`src/rtl/pll_div_pkg.sv`:
```
// Shared types for the PLL divider manager: FSM states and per-channel config.
package pll_div_pkg;

  localparam int RATIO_W_DEF = 10;
  // Config fields are held at a fixed width; a top-level RATIO_W must not exceed it.
  localparam int CFG_W = 16;

  typedef enum logic [1:0] {
    WAIT_LOCK = 2'd0,
    SETTLE    = 2'd1,
    RUN       = 2'd2
  } pll_state_e;

  typedef struct packed {
    logic [CFG_W-1:0] ratio;
    logic [CFG_W-1:0] duty;
    logic [CFG_W-1:0] phase;
  } ch_cfg_t;

  function automatic logic [CFG_W-1:0] eff_ratio(input ch_cfg_t c);
    return (c.ratio < CFG_W'(2)) ? CFG_W'(1) : c.ratio;
  endfunction

  // Ratios of 0/1 collapse to a single-state counter, so the phase is meaningless there.
  function automatic logic [CFG_W-1:0] start_cnt(input ch_cfg_t c);
    return (c.ratio < CFG_W'(2)) ? '0 : c.phase;
  endfunction

endpackage

```
`src/rtl/pll_div_ch.sv`:
```
// One divided clock-enable channel: period counter, shadow config, strobe and duty level.
module pll_div_ch
  import pll_div_pkg::*;
#(
  parameter int DEF_RATIO = 10,
  parameter int DEF_DUTY  = 5,
  parameter int DEF_PHASE = 0
) (
  input  logic    clkin1,
  input  logic    pll_rst,
  input  logic    run,
  input  logic    enter,
  input  logic    resync,
  input  logic    wr,
  input  ch_cfg_t wr_cfg,
  output logic    clk_en,
  output logic    clk_lvl
);

  localparam ch_cfg_t DEF_CFG = '{
    ratio: CFG_W'(DEF_RATIO),
    duty:  CFG_W'(DEF_DUTY),
    phase: CFG_W'(DEF_PHASE)
  };

  ch_cfg_t          act;
  ch_cfg_t          shd;
  ch_cfg_t          next_act;
  ch_cfg_t          enter_cfg;
  logic             pend;
  logic [CFG_W-1:0] cnt;
  logic [CFG_W-1:0] last;

  assign next_act  = pend ? shd : act;
  assign enter_cfg = wr ? wr_cfg : next_act;
  assign last      = eff_ratio(act) - CFG_W'(1);
  assign clk_en    = run && (cnt >= last);
  assign clk_lvl   = run && (cnt < act.duty);

  always_ff @(posedge clkin1) begin
    if (pll_rst) begin
      act  <= DEF_CFG;
      shd  <= DEF_CFG;
      pend <= 1'b0;
      cnt  <= '0;
    end else if (enter) begin
      // A write on the entry edge still counts as an outside-RUN write and wins.
      act  <= enter_cfg;
      pend <= 1'b0;
      cnt  <= start_cnt(enter_cfg);
    end else if (!run) begin
      if (wr) begin
        act  <= wr_cfg;
        pend <= 1'b0;
      end
    end else if (resync || clk_en) begin
      act  <= next_act;
      cnt  <= resync ? start_cnt(next_act) : '0;
      pend <= wr;
      if (wr) shd <= wr_cfg;
    end else begin
      cnt <= cnt + CFG_W'(1);
      if (wr) begin
        shd  <= wr_cfg;
        pend <= 1'b1;
      end
    end
  end

endmodule

```
`src/rtl/pll_div_mgr.sv`:
```
// PLL divider manager: waits for a settled lock, then runs NUM_CH divided enable channels.
//   state     | meaning
//   WAIT_LOCK | synchronised lock low; channels frozen, outputs 0
//   SETTLE    | lock seen, counting consecutive locked cycles
//   RUN       | lock stable; channels count and drive clk_en/clk_lvl
module pll_div_mgr
  import pll_div_pkg::*;
#(
  parameter int NUM_CH    = 4,
  parameter int RATIO_W   = RATIO_W_DEF,
  parameter int LOCK_WAIT = 1024,
  parameter int DEF_RATIO = 10,
  parameter int DEF_DUTY  = 5,
  parameter int DEF_PHASE = 0
) (
  input  logic               clkin1,
  input  logic               pll_rst,
  input  logic               pll_lock,
  input  logic               resync,
  input  logic               cfg_valid,
  input  logic [2:0]         cfg_ch,
  input  logic [RATIO_W-1:0] cfg_ratio,
  input  logic [RATIO_W-1:0] cfg_duty,
  input  logic [RATIO_W-1:0] cfg_phase,
  output logic               cfg_err,
  output logic [NUM_CH-1:0]  clk_en,
  output logic [NUM_CH-1:0]  clk_lvl,
  output logic               ready,
  output logic               lock_lost
);

  localparam int SET_W = (LOCK_WAIT > 1) ? $clog2(LOCK_WAIT + 1) : 1;
  // The WAIT_LOCK cycle that sees lock already counts as the first locked cycle.
  localparam logic [SET_W-1:0] SETTLE_LOAD = SET_W'((LOCK_WAIT >= 2) ? LOCK_WAIT - 2 : 0);

  pll_state_e        state;
  pll_state_e        state_nxt;
  logic [SET_W-1:0]  settle_cnt;
  logic [SET_W-1:0]  settle_nxt;
  logic              lock_q1;
  logic              lock_s;
  logic              run;
  logic              enter;
  logic              resync_run;
  logic              cfg_bad;
  logic              cfg_ok;
  logic [NUM_CH-1:0] wr;
  ch_cfg_t           wr_cfg;

  assign run        = (state == RUN);
  assign enter      = (state != RUN) && (state_nxt == RUN);
  assign resync_run = resync && run;
  assign ready      = run;

  assign cfg_bad = (int'(cfg_ch) >= NUM_CH) ||
                   ((cfg_ratio >= RATIO_W'(2)) && (cfg_phase >= cfg_ratio));
  assign cfg_ok  = cfg_valid && !cfg_bad;
  assign wr_cfg  = '{ratio: CFG_W'(cfg_ratio), duty: CFG_W'(cfg_duty), phase: CFG_W'(cfg_phase)};

  always_comb begin
    state_nxt  = state;
    settle_nxt = settle_cnt;
    case (state)
      WAIT_LOCK: begin
        if (lock_s) begin
          state_nxt  = SETTLE;
          settle_nxt = SETTLE_LOAD;
        end
      end
      SETTLE: begin
        if (!lock_s) begin
          state_nxt  = WAIT_LOCK;
          settle_nxt = '0;
        end else if (settle_cnt == '0) begin
          state_nxt = RUN;
        end else begin
          settle_nxt = settle_cnt - SET_W'(1);
        end
      end
      RUN: begin
        if (!lock_s) begin
          state_nxt  = WAIT_LOCK;
          settle_nxt = '0;
        end
      end
      default: begin
        state_nxt  = WAIT_LOCK;
        settle_nxt = '0;
      end
    endcase
  end

  always_ff @(posedge clkin1) begin
    if (pll_rst) begin
      lock_q1    <= 1'b0;
      lock_s     <= 1'b0;
      state      <= WAIT_LOCK;
      settle_cnt <= '0;
      lock_lost  <= 1'b0;
      cfg_err    <= 1'b0;
    end else begin
      lock_q1    <= pll_lock;
      lock_s     <= lock_q1;
      state      <= state_nxt;
      settle_cnt <= settle_nxt;
      if ((state != WAIT_LOCK) && !lock_s) lock_lost <= 1'b1;
      cfg_err    <= cfg_valid && cfg_bad;
    end
  end

  for (genvar g = 0; g < NUM_CH; g++) begin : g_ch
    assign wr[g] = cfg_ok && (cfg_ch == 3'(g));

    pll_div_ch #(
      .DEF_RATIO (DEF_RATIO),
      .DEF_DUTY  (DEF_DUTY),
      .DEF_PHASE (DEF_PHASE)
    ) u_ch (
      .clkin1  (clkin1),
      .pll_rst (pll_rst),
      .run     (run),
      .enter   (enter),
      .resync  (resync_run),
      .wr      (wr[g]),
      .wr_cfg  (wr_cfg),
      .clk_en  (clk_en[g]),
      .clk_lvl (clk_lvl[g])
    );
  end

endmodule

```
`config.mk`:
```
export PLATFORM = sky130hd
export DESIGN_NAME = pll_div_mgr
export DESIGN_NICKNAME = d
export VERILOG_FILES = /design/src/rtl/pll_div_pkg.sv /design/src/rtl/pll_div_ch.sv /design/src/rtl/pll_div_mgr.sv
export SDC_FILE = /design/constraint.sdc
export NUM_CORES = 1
export LEC_CHECK = 0
export ABC_AREA = 0
export CORE_MARGIN = 1
export CORE_UTILIZATION = 35
export CTS_CLUSTER_SIZE = 8
export DETAILED_ROUTE_END_ITERATION = 7
export GPL_ROUTABILITY_DRIVEN = 0
export PLACE_DENSITY_LB_ADDON = 0.3
export REMOVE_ABC_BUFFERS = 1
export SKIP_CTS_REPAIR_TIMING = 1
export SLEW_MARGIN = 20
export SYNTH_ARGS = -nofsm -noshare
export SYNTH_HDL_FRONTEND = slang
export SYNTH_HIERARCHICAL = 1
export SYNTH_SLANG_ARGS = --single-unit
```
`constraint.sdc`:
```
create_clock -name clkin1 -period 10.37 [get_ports clkin1]
set_input_delay 3.111 -clock clkin1 [delete_from_list [all_inputs] [get_ports clkin1]]
set_output_delay 3.111 -clock clkin1 [all_outputs]
set_load 0.1 [all_outputs]
```
# [Word-level counts from Yosys, hierarchy flattened]
# Index checks and enable logic that the tools add are counted.
# Widths: inputs -> output; s select.
[op_classes] add_sub_neg=9 order_cmp=23 n_eq_ne=14 n_mux=78 bitwise_logic=1 reduce_logical=56
[ops] op="$mux 48" count=24
[ops] op="$mux 16" count=28
[ops] op="$lt 16x2->1 const B" count=12
[ops] op="$add 16x1->16 const B" count=4
[ops] op="$ge 16x16->1" count=4
[ops] op="$lt 16x16->1" count=4
[ops] op="$sub 16x1->16 const B" count=4
[ops] op="$mux 11" count=4
[ops] op="$pmux 11 s3" count=1
[ops] op="$reduce_bool 2->1" count=10
[ops] op="$logic_and 1x1->1" count=18
[ops] op="$mux 1" count=16
[ops] op="$reduce_and 2->1" count=8
[ops] op="$reduce_and 3->1" count=5
[ops] op="$reduce_bool 3->1" count=4
[ops] op="$logic_not 11->1" count=1
[ops] op="$sub 11x1->11 const B" count=1
[ops] op="$ge 10x10->1" count=1
[ops] op="$ge 10x2->1 const B" count=1
[ops] op="$ne 3x2->1 const B" count=3
[ops] op="$mux 2" count=4
[ops] op="$eq 3x2->1 const B" count=2
[ops] op="$ne 2x2->1 const B" count=3
[ops] op="$ne 3x3->1 const B" count=2
[ops] op="other kinds (11)" count=17
[word_totals] register_bits=397 inputBits=38 out_inout_bits=11 wordCells=219

# [Longest topological paths before layout]
# Gate-level depths: netlist (run 1).
[depth] word_depth=10 mapped_depth=18 ltp_nobuf=15

# [By module]
# The synthesis (run 1) kept the hierarchy.
[by_module_without_submodules] module="pll_div_ch at g_ch[0].u_ch ..." n_inst=3 cells_each=883 area_each_um2=6909.1 seq_area_each_um2=2262.2
[by_module_without_submodules] module="pll_div_ch at g_ch[1].u_ch" n_inst=1 cells_each=915 area_each_um2=6832.8 seq_area_each_um2=2262.2
[by_module_without_submodules] module="pll_div_mgr" n_inst=1 cells_each=160 area_each_um2=1249.9 seq_area_each_um2=340.3

# [Worst setup path after synthesis (run 1)]
# OpenSTA, ideal clock, no wires.
[synth_path] kind="register -> output" start="register state[0]" end="output port clk_lvl[0]" t_arrival_ps=4585 t_required_ps=7259 setup_slack_ps=2674 path_stages_with_launch=8 n_path_buf=2 cell_sequence="dfxtp_1 -> clkbuf_1 -> nor2b_1 -> inv_2 -> clkbuf_1 -> a211oi_1 -> o21ai_0 -> a21oi_1"
[synth_via] elab_chain_len=2
[synth_lines] element="from (decl)" line="pll_div_mgr.sv:36" text="pll_state_e state;"
[synth_lines] element="from (signal assigned)" line="pll_div_mgr.sv:104" text="state <= state_nxt;"
[synth_lines] element="$eq 2x2->1" line="pll_div_mgr.sv:50" text="assign run = (state == RUN);"
[synth_lines] element="named net ready" line="pll_div_mgr.sv:28" text="output logic ready,"
[synth_lines] element="$logic_and 1x1->1" line="pll_div_ch.sv:38" text="assign clk_lvl = run && (cnt < act.duty);"
[synth_lines] element="to (decl)" line="pll_div_mgr.sv:27" text="output logic [NUM_CH-1:0] clk_lvl,"
# The timed path passes the listed nets, and every way through them passes these cells.

# [Worst setup path in the final report (run 1)]
[layout_path] start="register g_ch[1].u_ch/act[34] (netlist bit)" end="output port clk_en[1]"
[layout_via] elab_chain_len=5
[layout_lines] element="from (decl)" line="pll_div_ch.sv:26" text="ch_cfg_t act;"
[layout_lines] element="from (signal assigned)" line="pll_div_ch.sv:48" text="act <= enter_cfg;"
[layout_lines] element="from (signal assigned)" line="pll_div_ch.sv:53" text="act <= wr_cfg;"
[layout_lines] element="from (signal assigned)" line="pll_div_ch.sv:57" text="act <= next_act;"
[layout_lines] element="$lt 16x2->1" line="pll_div_pkg.sv:21" text="return (c.ratio < CFG_W'(2)) ? CFG_W'(1) : c.ratio;"
[layout_lines] element="$mux 16 (*)" line="pll_div_pkg.sv:21"
[layout_lines] element="$sub 16x1->16 (*)" line="pll_div_ch.sv:36" text="assign last = eff_ratio(act) - CFG_W'(1);"
[layout_lines] element="$ge 16x16->1 (*)" line="pll_div_ch.sv:37" text="assign clk_en = run && (cnt >= last);"
[layout_lines] element="$logic_and 1x1->1 (*)" line="pll_div_ch.sv:37"
[layout_lines] element="to (decl)" line="pll_div_mgr.sv:26" text="output logic [NUM_CH-1:0] clk_en,"
# Mark *: on every way between the ends. The rest lies on a longest branch, timed or not.

==> results.sh, run 1 <==
export IMPL_fin_nets=3984
export IMPL_multi_input_area_mm2=0.01860
export IMPL_finClkSkew_ns=0.02215
export IMPL_worst_ir_drop_vdd_uv=102.0
export IMPL_place_worst_setup_slack_ns=1.855
export IMPL_yosysUniqueCellTypes=84
export IMPL_yosys_warnings=6
export IMPL_final_area_mm2=0.03261
export IMPL_detail_route_first_pass_iterations=5
export IMPL_synth_async_sr_flop_share=0
export IMPL_total_clock_buffers_created_by_cts=69
export IMPL_die_height_um=288.9
export IMPL_fin_worst_setup_slack_ns=1.234
export IMPL_num_io_pins=49
export IMPL_antenna_found_initial=3
export IMPL_cts_htree_levels=3
export IMPL_ant_nets=0
export IMPL_routedWlPerCell_um=18.32
export IMPL_dpl_hpwl_um=56690
export IMPL_insertedDiodeCount=0
export IMPL_vias=27039
export IMPL_drv_cap=0
export IMPL_areaGrowthSynthToFinish_pct=13.19
export IMPL_globalRouteOverflowTotal=0
export IMPL_synth_cells=3724
export IMPL_detail_route_wirelength_um=89290
export IMPL_die_area_mm2=0.08347
export IMPL_number_of_buffer_cells_added_on_primary_ports=48
export IMPL_required_time_of_the_critical_path_ns=7.26
export IMPL_core_ar_mm2=0.08094
export IMPL_core_rowCount=104
export IMPL_final_hold_violation_count=0
export IMPL_clock_tree_buffer_depth=3
export IMPL_regArea_mm2=0.009397
export IMPL_post_dp_cell_area_mm2=0.03072
export IMPL_clock_root_cell="clkbuf_16"
export IMPL_synth_main_ff_cell="dfxtp_1"
export IMPL_fmaxAchievable_mhz=109.5
export IMPL_post_route_drc_count=0
export IMPL_grt_first_pass_wirelength_um=143800
export IMPL_finalCriticalPeriod_ns=9.136
export IMPL_worst_skew_pair_late_latency_ns=0.61
export IMPL_worst_setup_path_type="flop to primary output"
export IMPL_clkSlewWorstSetupHoldPaths_ns=0.06
export IMPL_synth_area_per_cell_um2=7.736
export IMPL_worst_slew_pin_slew_ns=1.105
export IMPL_drtIter0Drc=2177
export IMPL_hold_class="flop to flop"
export IMPL_numClockSinks=469
export IMPL_grt_setup_unrepaired="false"
export IMPL_grt_usage=0.2132
export IMPL_die_width_um=288.9
export IMPL_tritoncts="yes"
export IMPL_grt_max_degree=167
export IMPL_worstSetupEndpointType="primary output"
export IMPL_crit_arrival_ns=6.03
export IMPL_initial_core_utilization=0.3560
export IMPL_drive_gt1_frac=0.07107
export IMPL_max_slew_margin_vs_limit=0.2604
export IMPL_layout_worst_path_cycle_share=0.8810
export IMPL_timing_final_setup_violations=0
export IMPL_yosysSeqAreaShare=0.3259
export IMPL_cp_start_kind="flop"
export IMPL_layout_filler_cells=8351
export IMPL_synth_cell_area_mm2=0.02881
export IMPL_critPathMaxFanout=10
export IMPL_ys_ff_latch=469
export IMPL_drt_vias_per_instance=5.549
export IMPL_setup_tns_ns=0
export IMPL_static_leakage_power_uw=0.01092
export IMPL_power_density_mw_per_mm2=137.7
export IMPL_synth_enable_flop_cells=0
export IMPL_timing_reg2reg_setup_slack_ns=5.27
export IMPL_pins_over_slew_limit=0
export IMPL_grt_pass1_vias=25306
export IMPL_run_status="completed"
export IMPL_hold_ws_ns=0.4364
layer usage:
metal | share of wire | vias to the layer above | track usage
met5 | 0.00046 | - | 0
met3 | 0.059 | 123 | 0.03346
met4 | 0.019 | 6 | 0.05342
met2 | 0.45 | 695 | 0.3401
met1 | 0.48 | 12762 | 0.2983
li1 | - | 13453 | -
metrics by stage:
step                power (uW)  cells    util
floorplan                 2274   3617       -
global placement          2469   4789  0.3794
detailed placement        2474   4790  0.3795
CTS                       4533   4872  0.4025
global route              4678   4873  0.4029
finish                    4490   4873  0.4029
where the power goes:
part	switching, uW	internal [uW]	leakage, uW
Sequential	70.0	1850	0.00379
Clock	834	1210	0.000909
Combinational	324	203	0.00622
Total	1230	3260	0.0109
Yosys cell counts (5+ instances only):
| cell | instances | area share |
|---|---|---|
| a2111o_1 | 7 | 0.0027 |
| a211o_1 | 19 | 0.0058 |
| a211oi_1 | 19 | 0.0050 |
| a21o_1 | 25 | 0.0065 |
| a21oi_1 | 475 | 0.083 |
| a221oi_1 | 8 | 0.0024 |
| a22oi_1 | 20 | 0.0052 |
| a31oi_1 | 25 | 0.0054 |
| and4_1 | 5 | 0.0015 |
| buf_1 | 30 | 0.0039 |
| buf_2 | 56 | 0.0097 |
| buf_4 | 15 | 0.0039 |
| buf_6 | 6 | 0.0023 |
| clkbuf_1 | 188 | 0.024 |
| dfxtp_1 | 469 | 0.33 |
| ha_1 | 144 | 0.063 |
| inv_1 | 100 | 0.013 |
| mux2_2 | 27 | 0.011 |
| mux2i_1 | 158 | 0.055 |
| nand2_1 | 668 | 0.087 |
| nand2b_1 | 38 | 0.0083 |
| nand3_1 | 183 | 0.032 |
| nand3b_1 | 30 | 0.0078 |
| nand4_1 | 28 | 0.0061 |
| nor2_1 | 223 | 0.029 |
| nor2b_1 | 8 | 0.0017 |
| nor3_1 | 68 | 0.012 |
| nor3b_1 | 10 | 0.0026 |
| nor4_1 | 27 | 0.0059 |
| nor4b_1 | 8 | 0.0024 |
| o211ai_1 | 121 | 0.032 |
| o21ai_0 | 92 | 0.016 |
| o21ai_1 | 6 | 0.0010 |
| o221a_2 | 24 | 0.0094 |
| o221ai_1 | 134 | 0.041 |
| o22ai_1 | 38 | 0.0083 |
| o2bb2ai_1 | 7 | 0.0021 |
| o31ai_1 | 6 | 0.0016 |
| o32a_1 | 9 | 0.0031 |
| or2_1 | 6 | 0.0013 |
| or2_2 | 9 | 0.0020 |
| or3_1 | 19 | 0.0041 |
| or4_1 | 9 | 0.0023 |
| xnor2_1 | 45 | 0.014 |
| xor2_1 | 28 | 0.0085 |
flip-flops by register name (all words and copies together) (netlist names):
register	cells
g_ch.u_ch/act	192
lock_lost	1
g_ch.u_ch/pend	4
g_ch.u_ch/cnt	64
settle_cnt	11
lock_s	1
lock_q1	1
cfg_err	1
state	2
g_ch.u_ch/shd	192
cells in the final DEF, fill, tap and decap left out, types with 18 or more instances in the layout:
cell and n:
a211o_1 19, a211oi_1 19, a21o_1 25, a21oi_1 473
a22oi_1 20, a31oi_1 25, buf_4 61, clkbuf_16 71
clkdlybuf4s50_1 47, conb_1 192, dfxtp_1 465, ha_1 144
inv_1 100, mux2_2 27, mux2i_1 154, nand2_1 668
nand2b_1 38, nand3_1 183, nand3b_1 30, nand4_1 28
nor2_1 216, nor3_1 66, nor4_1 27, o211ai_1 121
o21ai_0 92, o221a_2 24, o221ai_1 134, o22ai_1 38
or3_1 18, xnor2_1 45, xor2_1 28
final cells by class:
class,instances,share of cell area
clock inverters,5,0.001803
well taps,1060,0.04067
inverters,103,0.01186
clock buffers,77,0.05517
repair buffers,114,0.03196
multi-input cells,3045,0.5704
flip-flops and latches,469,0.2881
kinds of logic (layout without fill, tap and decap cells):
group / after synthesis / count (layout) / share of synthesized area
and+or+nand+nor: 1376 / 1376 / 0.2200
AOI/OAI and AO/OA: 1074 / 1074 / 0.2451
DFF: 469 / 469 / 0.3259
buffers and inverters: 401 / 299 / 0.05833
muxes: 186 / 186 / 0.06584
adders and majority gates: 144 / 144 / 0.06254
xor gates and xnor gates: 73 / 73 / 0.02219
other: 1 / 192 / 0.0001302
worst max-delay path: stages (launching register included):
cell and delay [ns]:
dfxtp_1 0.38, or4_1 0.61, nor4_1 0.35, and3_1 0.28, a21oi_1 0.11, ha_1 0.23
nand2_1 0.12, nor2_1 0.07, xnor2_1 0.13, ha_1 0.32, nand4_1 0.14, or3_1 0.40
a2111o_1 0.49, a31oi_2 0.51, clkdlybuf4s50_1 1.27
path summary, 6_finish.rpt:
check                                                       start                                end  depth (start not counted)
worst max-delay path            g_ch[1].u_ch/act[34]$_SDFFE_PP0P_                          clk_en[1]                         14
worst min-delay path                           lock_q1$_SDFF_PP0_                  lock_s$_SDFF_PP0_                          1
worst min register to register                 lock_q1$_SDFF_PP0_                  lock_s$_SDFF_PP0_                          1
worst max register to register  g_ch[1].u_ch/act[34]$_SDFFE_PP0P_  g_ch[1].u_ch/act[43]$_SDFFE_PP0P_                         16
No activity file was read; power rests on OpenSTA's default activity.
==> inputs of run 2 (changes only) <==
Settings changed: SETUP_SLACK_MARGIN from default to 0.15.
==> results of run 2 <==
The final DEF is identical to that of run 1; final timing and power are the same.
